===== src/rtl/iot_pkg.sv =====
// Shared definitions for the IoT event serializer: update codes, word layout,
// transmitter states and small word/frame helpers.
package iot_pkg;

  localparam int WORD_W = 6;

  localparam logic [1:0] CODE_NONE = 2'b00;
  localparam logic [1:0] CODE_OFF  = 2'b01;
  localparam logic [1:0] CODE_ON   = 2'b10;
  localparam logic [1:0] CODE_RSVD = 2'b11;

  localparam int LIGHTS_LSB = 0;
  localparam int PLUGS_LSB  = 2;
  localparam int TEMP_LSB   = 4;

  localparam logic [1:0] FRAME_TAG = 2'b01;

  typedef enum logic [1:0] {
    IDLE  = 2'd0,
    START = 2'd1,
    DATA  = 2'd2,
    STOP  = 2'd3
  } tx_state_t;

  // Reserved codes still count as events so the hub sees them.
  function automatic logic code_active(input logic [1:0] code);
    case (code)
      CODE_OFF, CODE_ON, CODE_RSVD: return 1'b1;
      CODE_NONE:                    return 1'b0;
      default:                      return 1'b0;
    endcase
  endfunction

  function automatic logic word_has_event(input logic [WORD_W-1:0] word);
    return code_active(word[LIGHTS_LSB +: 2]) |
           code_active(word[PLUGS_LSB  +: 2]) |
           code_active(word[TEMP_LSB   +: 2]);
  endfunction

  function automatic logic [7:0] frame_byte(input logic [WORD_W-1:0] word);
    return {FRAME_TAG, word};
  endfunction

endpackage


===== src/rtl/iot_event_fifo.sv =====
// Small synchronous event FIFO; a push into a full FIFO is accepted only when
// a pop happens in the same cycle.
module iot_event_fifo
  import iot_pkg::*;
#(
  parameter int DEPTH  = 4,
  parameter int ADDR_W = 2
) (
  input  logic              clk,
  input  logic              rst,
  input  logic              i_push,
  input  logic              i_pop,
  input  logic [WORD_W-1:0] i_data,
  output logic [WORD_W-1:0] o_data,
  output logic              o_full,
  output logic              o_empty,
  output logic [ADDR_W:0]   o_count
);

  logic [WORD_W-1:0] r_mem [DEPTH];
  logic [ADDR_W-1:0] r_wr_ptr;
  logic [ADDR_W-1:0] r_rd_ptr;
  logic [ADDR_W:0]   r_count;
  logic              w_wr_en;
  logic              w_rd_en;

  assign o_full  = (r_count == (ADDR_W+1)'(DEPTH));
  assign o_empty = (r_count == '0);
  assign o_count = r_count;
  assign o_data  = r_mem[r_rd_ptr];

  assign w_rd_en = i_pop & ~o_empty;
  assign w_wr_en = i_push & (~o_full | w_rd_en);

  always_ff @(posedge clk or negedge rst) begin
    if (!rst) begin
      r_wr_ptr <= '0;
      r_rd_ptr <= '0;
      r_count  <= '0;
    end else begin
      if (w_wr_en) r_wr_ptr <= r_wr_ptr + 1'b1;
      if (w_rd_en) r_rd_ptr <= r_rd_ptr + 1'b1;
      case ({w_wr_en, w_rd_en})
        2'b10:   r_count <= r_count + 1'b1;
        2'b01:   r_count <= r_count - 1'b1;
        default: r_count <= r_count;
      endcase
    end
  end

  // Storage carries data only, so it is left out of reset.
  always_ff @(posedge clk) begin
    if (w_wr_en) r_mem[r_wr_ptr] <= i_data;
  end

endmodule


===== src/rtl/iot_event_serializer.sv =====
// Buffers non-zero device-update words and sends each one as a UART frame
// (start, 8 data bits LSB first, stop) carrying {FRAME_TAG, word}.
module iot_event_serializer
  import iot_pkg::*;
#(
  parameter int CLKS_PER_BIT = 868,
  parameter int FIFO_DEPTH   = 4,
  parameter int ADDR_W       = 2
) (
  input  logic              clk,
  input  logic              rst,
  input  logic [WORD_W-1:0] data_in,
  output logic              tx,
  output logic              busy,
  output logic              overflow,
  output logic [ADDR_W:0]   fifo_count
);

  localparam int BAUD_W = (CLKS_PER_BIT > 1) ? $clog2(CLKS_PER_BIT) : 1;
  localparam logic [BAUD_W-1:0] BAUD_LAST = BAUD_W'(CLKS_PER_BIT - 1);

  tx_state_t         r_state;
  tx_state_t         w_state_nxt;
  logic [BAUD_W-1:0] r_baud;
  logic [2:0]        r_bit_idx;
  logic [7:0]        r_shift;
  logic              r_tx;
  logic              r_overflow;

  logic              w_push;
  logic              w_pop;
  logic              w_full;
  logic              w_empty;
  logic              w_baud_done;
  logic              w_tx_nxt;
  logic [WORD_W-1:0] w_fifo_head;

  assign w_push      = word_has_event(data_in);
  assign w_baud_done = (r_baud == BAUD_LAST);

  iot_event_fifo #(
    .DEPTH  (FIFO_DEPTH),
    .ADDR_W (ADDR_W)
  ) u_fifo (
    .clk     (clk),
    .rst     (rst),
    .i_push  (w_push),
    .i_pop   (w_pop),
    .i_data  (data_in),
    .o_data  (w_fifo_head),
    .o_full  (w_full),
    .o_empty (w_empty),
    .o_count (fifo_count)
  );

  always_ff @(posedge clk or negedge rst) begin
    if (!rst) r_state <= IDLE;
    else      r_state <= w_state_nxt;
  end

  // The next tx level is decided here so the line itself stays registered.
  always_comb begin
    w_state_nxt = r_state;
    w_pop       = 1'b0;
    w_tx_nxt    = r_tx;
    case (r_state)
      IDLE: begin
        w_tx_nxt = 1'b1;
        if (!w_empty) begin
          w_pop       = 1'b1;
          w_state_nxt = START;
          w_tx_nxt    = 1'b0;
        end
      end
      START: begin
        if (w_baud_done) begin
          w_state_nxt = DATA;
          w_tx_nxt    = r_shift[0];
        end
      end
      DATA: begin
        if (w_baud_done) begin
          if (r_bit_idx == 3'd7) begin
            w_state_nxt = STOP;
            w_tx_nxt    = 1'b1;
          end else begin
            w_tx_nxt = r_shift[1];
          end
        end
      end
      STOP: begin
        if (w_baud_done) begin
          w_state_nxt = IDLE;
          w_tx_nxt    = 1'b1;
        end
      end
      default: begin
        w_state_nxt = IDLE;
        w_tx_nxt    = 1'b1;
      end
    endcase
  end

  always_ff @(posedge clk or negedge rst) begin
    if (!rst) begin
      r_baud     <= '0;
      r_bit_idx  <= '0;
      r_tx       <= 1'b1;
      r_overflow <= 1'b0;
    end else begin
      if ((w_state_nxt != r_state) || w_baud_done) r_baud <= '0;
      else                                         r_baud <= r_baud + 1'b1;
      if ((r_state == DATA) && w_baud_done) r_bit_idx <= r_bit_idx + 3'd1;
      r_tx <= w_tx_nxt;
      if (w_push && w_full && !w_pop) r_overflow <= 1'b1;
    end
  end

  // Bit i of the frame byte sits in r_shift[0] while bit i is on the line.
  always_ff @(posedge clk) begin
    if (w_pop)                                      r_shift <= frame_byte(w_fifo_head);
    else if ((r_state == DATA) && w_baud_done)      r_shift <= r_shift >> 1;
  end

  assign tx       = r_tx;
  assign overflow = r_overflow;
  assign busy     = (r_state != IDLE) | (fifo_count != '0);

endmodule

===== config.mk =====
export PLATFORM = sky130hd
export DESIGN_NAME = iot_event_serializer
export DESIGN_NICKNAME = d
export VERILOG_FILES = /design/src/rtl/iot_pkg.sv /design/src/rtl/iot_event_fifo.sv /design/src/rtl/iot_event_serializer.sv
export SDC_FILE = /design/constraint.sdc
export NUM_CORES = 1
export LEC_CHECK = 0
export BUFFER_PORTS_ARGS = -buffer_cell sky130_fd_sc_hd__clkbuf_2
export CORE_MARGIN = 4
export CORE_UTILIZATION = 45
export DETAILED_ROUTE_END_ITERATION = 7
export REMOVE_ABC_BUFFERS = 1
export SYNTH_ARGS = -nofsm -noshare
export SYNTH_HDL_FRONTEND = slang
export SYNTH_SLANG_ARGS = --single-unit

===== constraint.sdc =====
create_clock -name clk -period 4.2 [get_ports clk]
set_input_delay 0.42 -clock clk [delete_from_list [all_inputs] [get_ports clk]]
set_output_delay 0.42 -clock clk [all_outputs]
set_load 0.05 [all_outputs]

==> results of run 1 <==
## power by group through the flow
| stage | sequential (mW) | combinational (mW) | clock, mW |
|---|---|---|---|
| 6_report | 0.732 | 0.293 | 0.360 |
| 5_1_grt | 0.743 | 0.328 | 0.400 |
| 4_1_cts | 0.735 | 0.302 | 0.374 |
| 3_5_place_dp | 0.746 | 0.299 | 0 |
| 3_3_place_gp | 0.739 | 0.288 | 0 |
| 2_1_floorplan | 0.787 | 0.168 | 0 |
## cells by family (layout without fill, tap and decap cells)
| kind of cell | Yosys count | after routing | share of synthesized area |
|---|---|---|---|
| XOR/XNOR | 16 | 16 | 0.0582 |
| AO/OA/AOI/OAI | 9 | 9 | 0.0265 |
| buffers and inverters | 14 | 30 | 0.0281 |
| flip-flops | 55 | 55 | 0.633 |
| multiplexers | 15 | 15 | 0.101 |
| AND/OR/NAND/NOR | 49 | 49 | 0.103 |
| adder cells (fa/ha/maj) | 9 | 9 | 0.0499 |
## registers in the layout (all words and copies together), names as in the netlist
| name | cells |
|---|---|
| tx | 1 |
| u_fifo.o_count | 3 |
| u_fifo.r_mem | 24 |
| r_baud | 10 |
| overflow | 1 |
| r_state | 2 |
| u_fifo.r_wr_ptr | 2 |
| u_fifo.r_rd_ptr | 2 |
| r_bit_idx | 3 |
| r_shift | 7 |
## cells in the final DEF, fill, tap and decap left out, types with 2 or more instances in the layout
cell,synthesis,routed
nand3_1,5,5
inv_1,8,8
edfxtp_1,30,30
a21o_1,2,2
xor2_1,6,6
o21ai_0,2,2
ha_1,8,8
mux2_2,6,6
dfrtp_1,23,23
clkbuf_8,0,5
nor4_1,2,2
xnor2_1,10,10
mux4_2,6,6
and3_1,4,4
clkbuf_2,0,13
nor2_1,18,18
mux2_4,2,2
nor3_1,4,4
nand2_1,9,9
## area by class of cell
type / instances / area (um^2) / area share
clock buffers: 5 / 68.8 / 0.0260
clock inverters: 3 / 50.0 / 0.0189
inverters: 8 / 30.0 / 0.0113
multi-input cells: 98 / 816 / 0.308
flip-flops and latches: 55 / 1520 / 0.575
well taps: 70 / 87.6 / 0.0331
repair buffers: 14 / 72.6 / 0.0274
## path summary, 6_finish.rpt
path                              start            endpoint  slack, ns  cells past startpoint
max reg2reg                  r_state[1]   u_fifo.o_count[2]       1.90                      9
min reg2reg                r_bit_idx[0]        r_bit_idx[0]       0.48                      1
max in group asynchronous           rst        r_bit_idx[1]       3.69                      1
max                          r_state[1]   u_fifo.o_count[2]       1.90                      9
min in group clk             data_in[4]  u_fifo.r_mem[0][4]       0.34                      1
min                                 rst           r_baud[0]       0.10                      1
## routing by layer
layer	wire, um	GRT usage
met3	107	0.0322
met2	1840	0.215
met4	42	0.0456
met5	0	0
met1	1640	0.171
==> results.sh, run 1 <==
export IMPL_slew_violations=0
export IMPL_grt_max_degree=25
export IMPL_htreeDepth=2
export IMPL_rsz0062_at_grt="no"
export IMPL_netlist_area_um2=2410
export IMPL_core_area_um2=5140
export IMPL_slew_headroom=0.590
export IMPL_dr_pass1_iters=4
export IMPL_cp_max_fo=9
export IMPL_place_inst=245
export IMPL_leakagePower_nw=1.05
export IMPL_total_power_mw=1.39
export IMPL_fp_dieH_um=81.1
export IMPL_clk_pin_slew_worst_paths_ns=0.10
export IMPL_worst_clock_skew_ns=0.00703
export IMPL_cts_setup_buffers=0
export IMPL_pwr_share_clk=0.260
export IMPL_cts_hold_buf=0
export IMPL_n_antenna_cell=0
export IMPL_synthTopCellsByCount="edfxtp_1 (30), dfrtp_1 (23), nor2_1 (18), xnor2_1 (10), nand2_1 (9)"
export IMPL_power_density_nw_per_um2=523
export IMPL_rows=26
export IMPL_dieWidth_um=81.1
export IMPL_cts_resized=0
export IMPL_setup_tns_ns=0
export IMPL_fillCellCount=488
export IMPL_min_path_type="input port to async pin"
export IMPL_ys_flop_type="edfxtp_1"
export IMPL_critPathKind="flip-flop to flip-flop"
export IMPL_max_freq_mhz=435
export IMPL_internal_power_mw=0.976
export IMPL_cpPeakStageDelay_ns=0.52
export IMPL_status="completed"
export IMPL_peakVddDrop_mv=0.363
export IMPL_endpoint_kind="flip-flop"
export IMPL_dp_slack_ns=1.67
export IMPL_setup_slack_ns=1.90
export IMPL_insertion_delay_ns=0.30
export IMPL_cts_tree="done"
export IMPL_combPwrFrac=0.212
export IMPL_viasPerCell=5.08
export IMPL_hold_viol=0
export IMPL_design_area_um2=2650
export IMPL_cts_sinks=55
export IMPL_wl_per_cell_um=14.4
export IMPL_cts_path_max_buffers=2
export IMPL_synth_area_leaders="edfxtp_1 (37%), dfrtp_1 (24%), mux4_2 (5.6%)"
export IMPL_cp_slowest_cell="dfrtp_1"
export IMPL_synth_async_reset_ratio=0.436
export IMPL_timing_hold_ws_ns=0.105
export IMPL_critical_path_required_ns=4.43
export IMPL_start_kind="flip-flop"
export IMPL_yosysSeqAreaShare=0.633
export IMPL_crit_chain="o2111ai_1 -> and2_1 -> inv_1 -> ha_1 -> inv_1 -> fa_1 -> xor2_1 -> nor2_1 -> xor2_1"
export IMPL_syn_inst=167
export IMPL_switchingPower_mw=0.410
export IMPL_placed_cell_area_um2=2530
export IMPL_drv_cap=0
export IMPL_cts_root_buffer="clkbuf_8"
export IMPL_finalCritPeriodShare=0.548
export IMPL_yosysWarningCount=0
export IMPL_area_delta_synth_final_pct=10.0
export IMPL_numCtsBuffers=5
export IMPL_drt_initial_drc_count=84
export IMPL_antenna_found_initial=0
export IMPL_grt_pass1_vias=1352
export IMPL_ys_ff_latch=55
export IMPL_io_pins=14
export IMPL_start_util=0.468
export IMPL_setup_viol=0
export IMPL_grtUsageTotal=0.131
export IMPL_worstPathArrival_ns=2.53
export IMPL_synth_area_per_cell_um2=14.4
export IMPL_critPathBufInv=2
export IMPL_yosysMostFrequentCell="edfxtp_1"
export IMPL_dp_hpwl_um=2610
export IMPL_synth_top_area_frac=0.374
export IMPL_ant_nets=0
export IMPL_drive_gt1_frac=0.230
export IMPL_io_buffers=13
export IMPL_synth_area_leader_cell="edfxtp_1"
export IMPL_synthDistinctLibCells=37
export IMPL_die_area_um2=6580
export IMPL_utilization=0.515
export IMPL_grt_overflow=0
export IMPL_cp_top_family="adder cells"
export IMPL_nets=199
export IMPL_gp_congestion=0.724
export IMPL_worst_slew_pin_slew_ns=0.615
export IMPL_netSwitchingFraction=0.296
export IMPL_period_minus_slack_ns=2.30
export IMPL_wl_um=3630
export IMPL_vias=1284
export IMPL_synth_edf_count=30
export IMPL_drc=0
export IMPL_stdcell_count=253
export IMPL_grt_first_pass_wirelength_um=6440
export IMPL_p_seq_frac=0.528
Power figures use the tool's default switching activity.
==> inputs of run 2 (changes only) <==
==> constraint.sdc (replaced) <==
create_clock -name clk -period 1.8 [get_ports clk]
set_input_delay 0.18 -clock clk [delete_from_list [all_inputs] [get_ports clk]]
set_output_delay 0.18 -clock clk [all_outputs]
set_load 0.05 [all_outputs]
==> run 2 against run 1 <==
Against the previous run: the run now ends with setup timing left; global-route usage grew 1.5 points; clock power grew 95%; utilization grew 4.8 points; clock skew decreased by 0.0021 ns; final area grew 9.3%; non-clock buffer count grew 27; first-iteration DRC count decreased by 36%; register-to-register slack worse by 1.9 ns; sequential power grew 130%; via count up 7.6%; highest routed layer unchanged.
==> results.sh, run 2 (synthesis results as in run 1) <==
export IMPL_max_freq_mhz=544
export IMPL_combPwrFrac=0.297
export IMPL_use_met2=0.270
export IMPL_status="finished with violations"
export IMPL_vias=1381
export IMPL_final_common_cell="edfxtp_1"
export IMPL_setup_slack_ns=-0.0386
export IMPL_use_met3=0.0344
export IMPL_fp_dieH_um=81.1
export IMPL_io_pins=14
export IMPL_nets=226
export IMPL_start_kind="flip-flop"
export IMPL_dp_slack_ns=-0.286
export IMPL_min_path_type="input port to flip-flop"
export IMPL_violations="setup timing"
export IMPL_rows=26
export IMPL_drt_initial_drc_count=54
export IMPL_worstPathArrival_ns=2.07
export IMPL_worst_slew_pin_slew_ns=0.609
export IMPL_grt_overflow=0
export IMPL_slew_violations=0
export IMPL_internal_power_mw=2.36
export IMPL_insertion_delay_ns=0.30
export IMPL_worst_clock_skew_ns=0.00497
export IMPL_die_area_um2=6580
export IMPL_ant_nets=0
export IMPL_grtUsageMet1=0.170
export IMPL_netSwitchingFraction=0.312
export IMPL_period_minus_slack_ns=1.84
export IMPL_rrSetupSlack_ns=-0.04
export IMPL_power_density_nw_per_um2=1180
export IMPL_endpoint_kind="flip-flop"
export IMPL_drive_gt1_frac=0.381
export IMPL_dp_hpwl_um=2850
export IMPL_rsz0062_at_grt="yes"
export IMPL_drv_cap=0
export IMPL_grtUsageTotal=0.147
export IMPL_pwr_share_clk=0.205
export IMPL_dr_pass1_iters=4
export IMPL_leakagePower_nw=1.18
export IMPL_utilization=0.563
export IMPL_grt_first_pass_wirelength_um=7270
export IMPL_io_buffers=13
export IMPL_antenna_found_initial=0
export IMPL_dieWidth_um=81.1
export IMPL_grt_pass1_vias=1553
export IMPL_critical_path_required_ns=2.03
export IMPL_gp_congestion=0.784
export IMPL_hold_viol=0
export IMPL_cp_max_fo=2
export IMPL_grt_max_degree=25
export IMPL_critPathKind="flip-flop to flip-flop"
export IMPL_n_antenna_cell=0
export IMPL_design_area_um2=2890
export IMPL_clk_pin_slew_worst_paths_ns=0.10
export IMPL_total_power_mw=3.43
export IMPL_cts_sinks=55
export IMPL_placed_cell_area_um2=2670
export IMPL_grt_most_used_layer="met2"
export IMPL_largest_reg_flops=24
export IMPL_peakVddDrop_mv=0.712
export IMPL_drc=0
export IMPL_cts_root_buffer="clkbuf_8"
export IMPL_area_delta_synth_final_pct=20.2
export IMPL_setup_viol=1
export IMPL_start_util=0.468
export IMPL_viasPerCell=4.93
export IMPL_p_seq_frac=0.498
export IMPL_top_register="u_fifo.r_mem"
export IMPL_slew_headroom=0.594
export IMPL_numCtsBuffers=5
export IMPL_switchingPower_mw=1.07
export IMPL_finalCritPeriodShare=1.02
export IMPL_wl_per_cell_um=14.3
export IMPL_wl_um=4020
export IMPL_largestRegisters="u_fifo.r_mem (24), r_baud (10), r_shift (7)"
export IMPL_cts_path_max_buffers=2
export IMPL_layout_common_cells="edfxtp_1 (30), buf_4 (27), dfrtp_1 (21)"
export IMPL_core_area_um2=5140
export IMPL_cts_tree="done"
export IMPL_htreeDepth=2
-- run 2: cell types whose count changed in the layout (fill, tap and decap cells not counted), sizes merged --
| cell | delta |
|---|---|
| bufinv | -1 |
| dlygate4sd3 | +1 |
| buf | +26 |
| inv | -1 |
| clkinv | +2 |
-- run 2: path summary, 6_finish.rpt --
| kind | start | to | depth (start not counted) |
|---|---|---|---|
| min in group asynchronous | rst | r_baud[3] | 2 |
| hold reg to reg | overflow | overflow | 1 |
| setup / recovery | u_fifo.o_count[1] | u_fifo.o_count[2] | 9 |
| hold / removal | data_in[1] | u_fifo.r_mem[2][1] | 1 |
| max in group asynchronous | rst | r_state[1] | 2 |
| setup reg to reg | u_fifo.o_count[1] | u_fifo.o_count[2] | 9 |
-- run 2: power by group through the flow --
stage	registers, mW	clock network [mW]	logic (mW)
after CTS	1.71	0.735	0.971
after floorplan	1.84	0	0.392
after global routing	1.73	0.791	1.12
after detailed placement	1.73	0	0.853
final	1.71	0.701	1.02
after global placement	1.71	0	0.818
-- run 2: timing repair --
item                                    in CTS  in global routing
gates resized for setup                     10                  7
pin swaps                                    6                  8
hold buffers                                 1                  0
endpoints found under the setup margin       2                 13
setup buffers                                5                  3
hold endpoints to repair                    23                  0
-- run 2: final cells by class --
class                           instances  area, um^2
Tap cell                               70        87.6
Multi-Input combinational cell         98         872
Inverter                                8        32.5
Fill cell                             440        2250
Clock inverter                          3        28.8
Sequential cell                        55        1530
Clock buffer                            5        68.8
Timing Repair Buffer                   41         278
-- run 2: worst max-delay path: stages (launching register included) --
cell     delay, ns
dfrtp_1       0.38
buf_4         0.12
nor3_2        0.05
nor3_2        0.27
ha_4          0.18
inv_2         0.03
fa_2          0.33
xor2_1        0.15
nor2_1        0.11
xor2_1        0.15
-- run 2: metal layers --
metal	up-vias	wire length, um
met5	-	0
met4	0	37
met1	676	1680
li1	681	-
met2	20	2190
met3	4	110
-- run 2: metrics by stage --
| step | cells | TNS (ns) | hold slack, ns |
|---|---|---|---|
| floorplan | 161 | -12.49 | -0.116 |
| global placement | 264 | -0.282 | 0.214 |
| detailed placement | 264 | -0.381 | 0.216 |
| CTS | 278 | -0.0751 | 0.0961 |
| global route | 280 | -0.240 | 0.0896 |
| finish | 280 | -0.0386 | 0.108 |
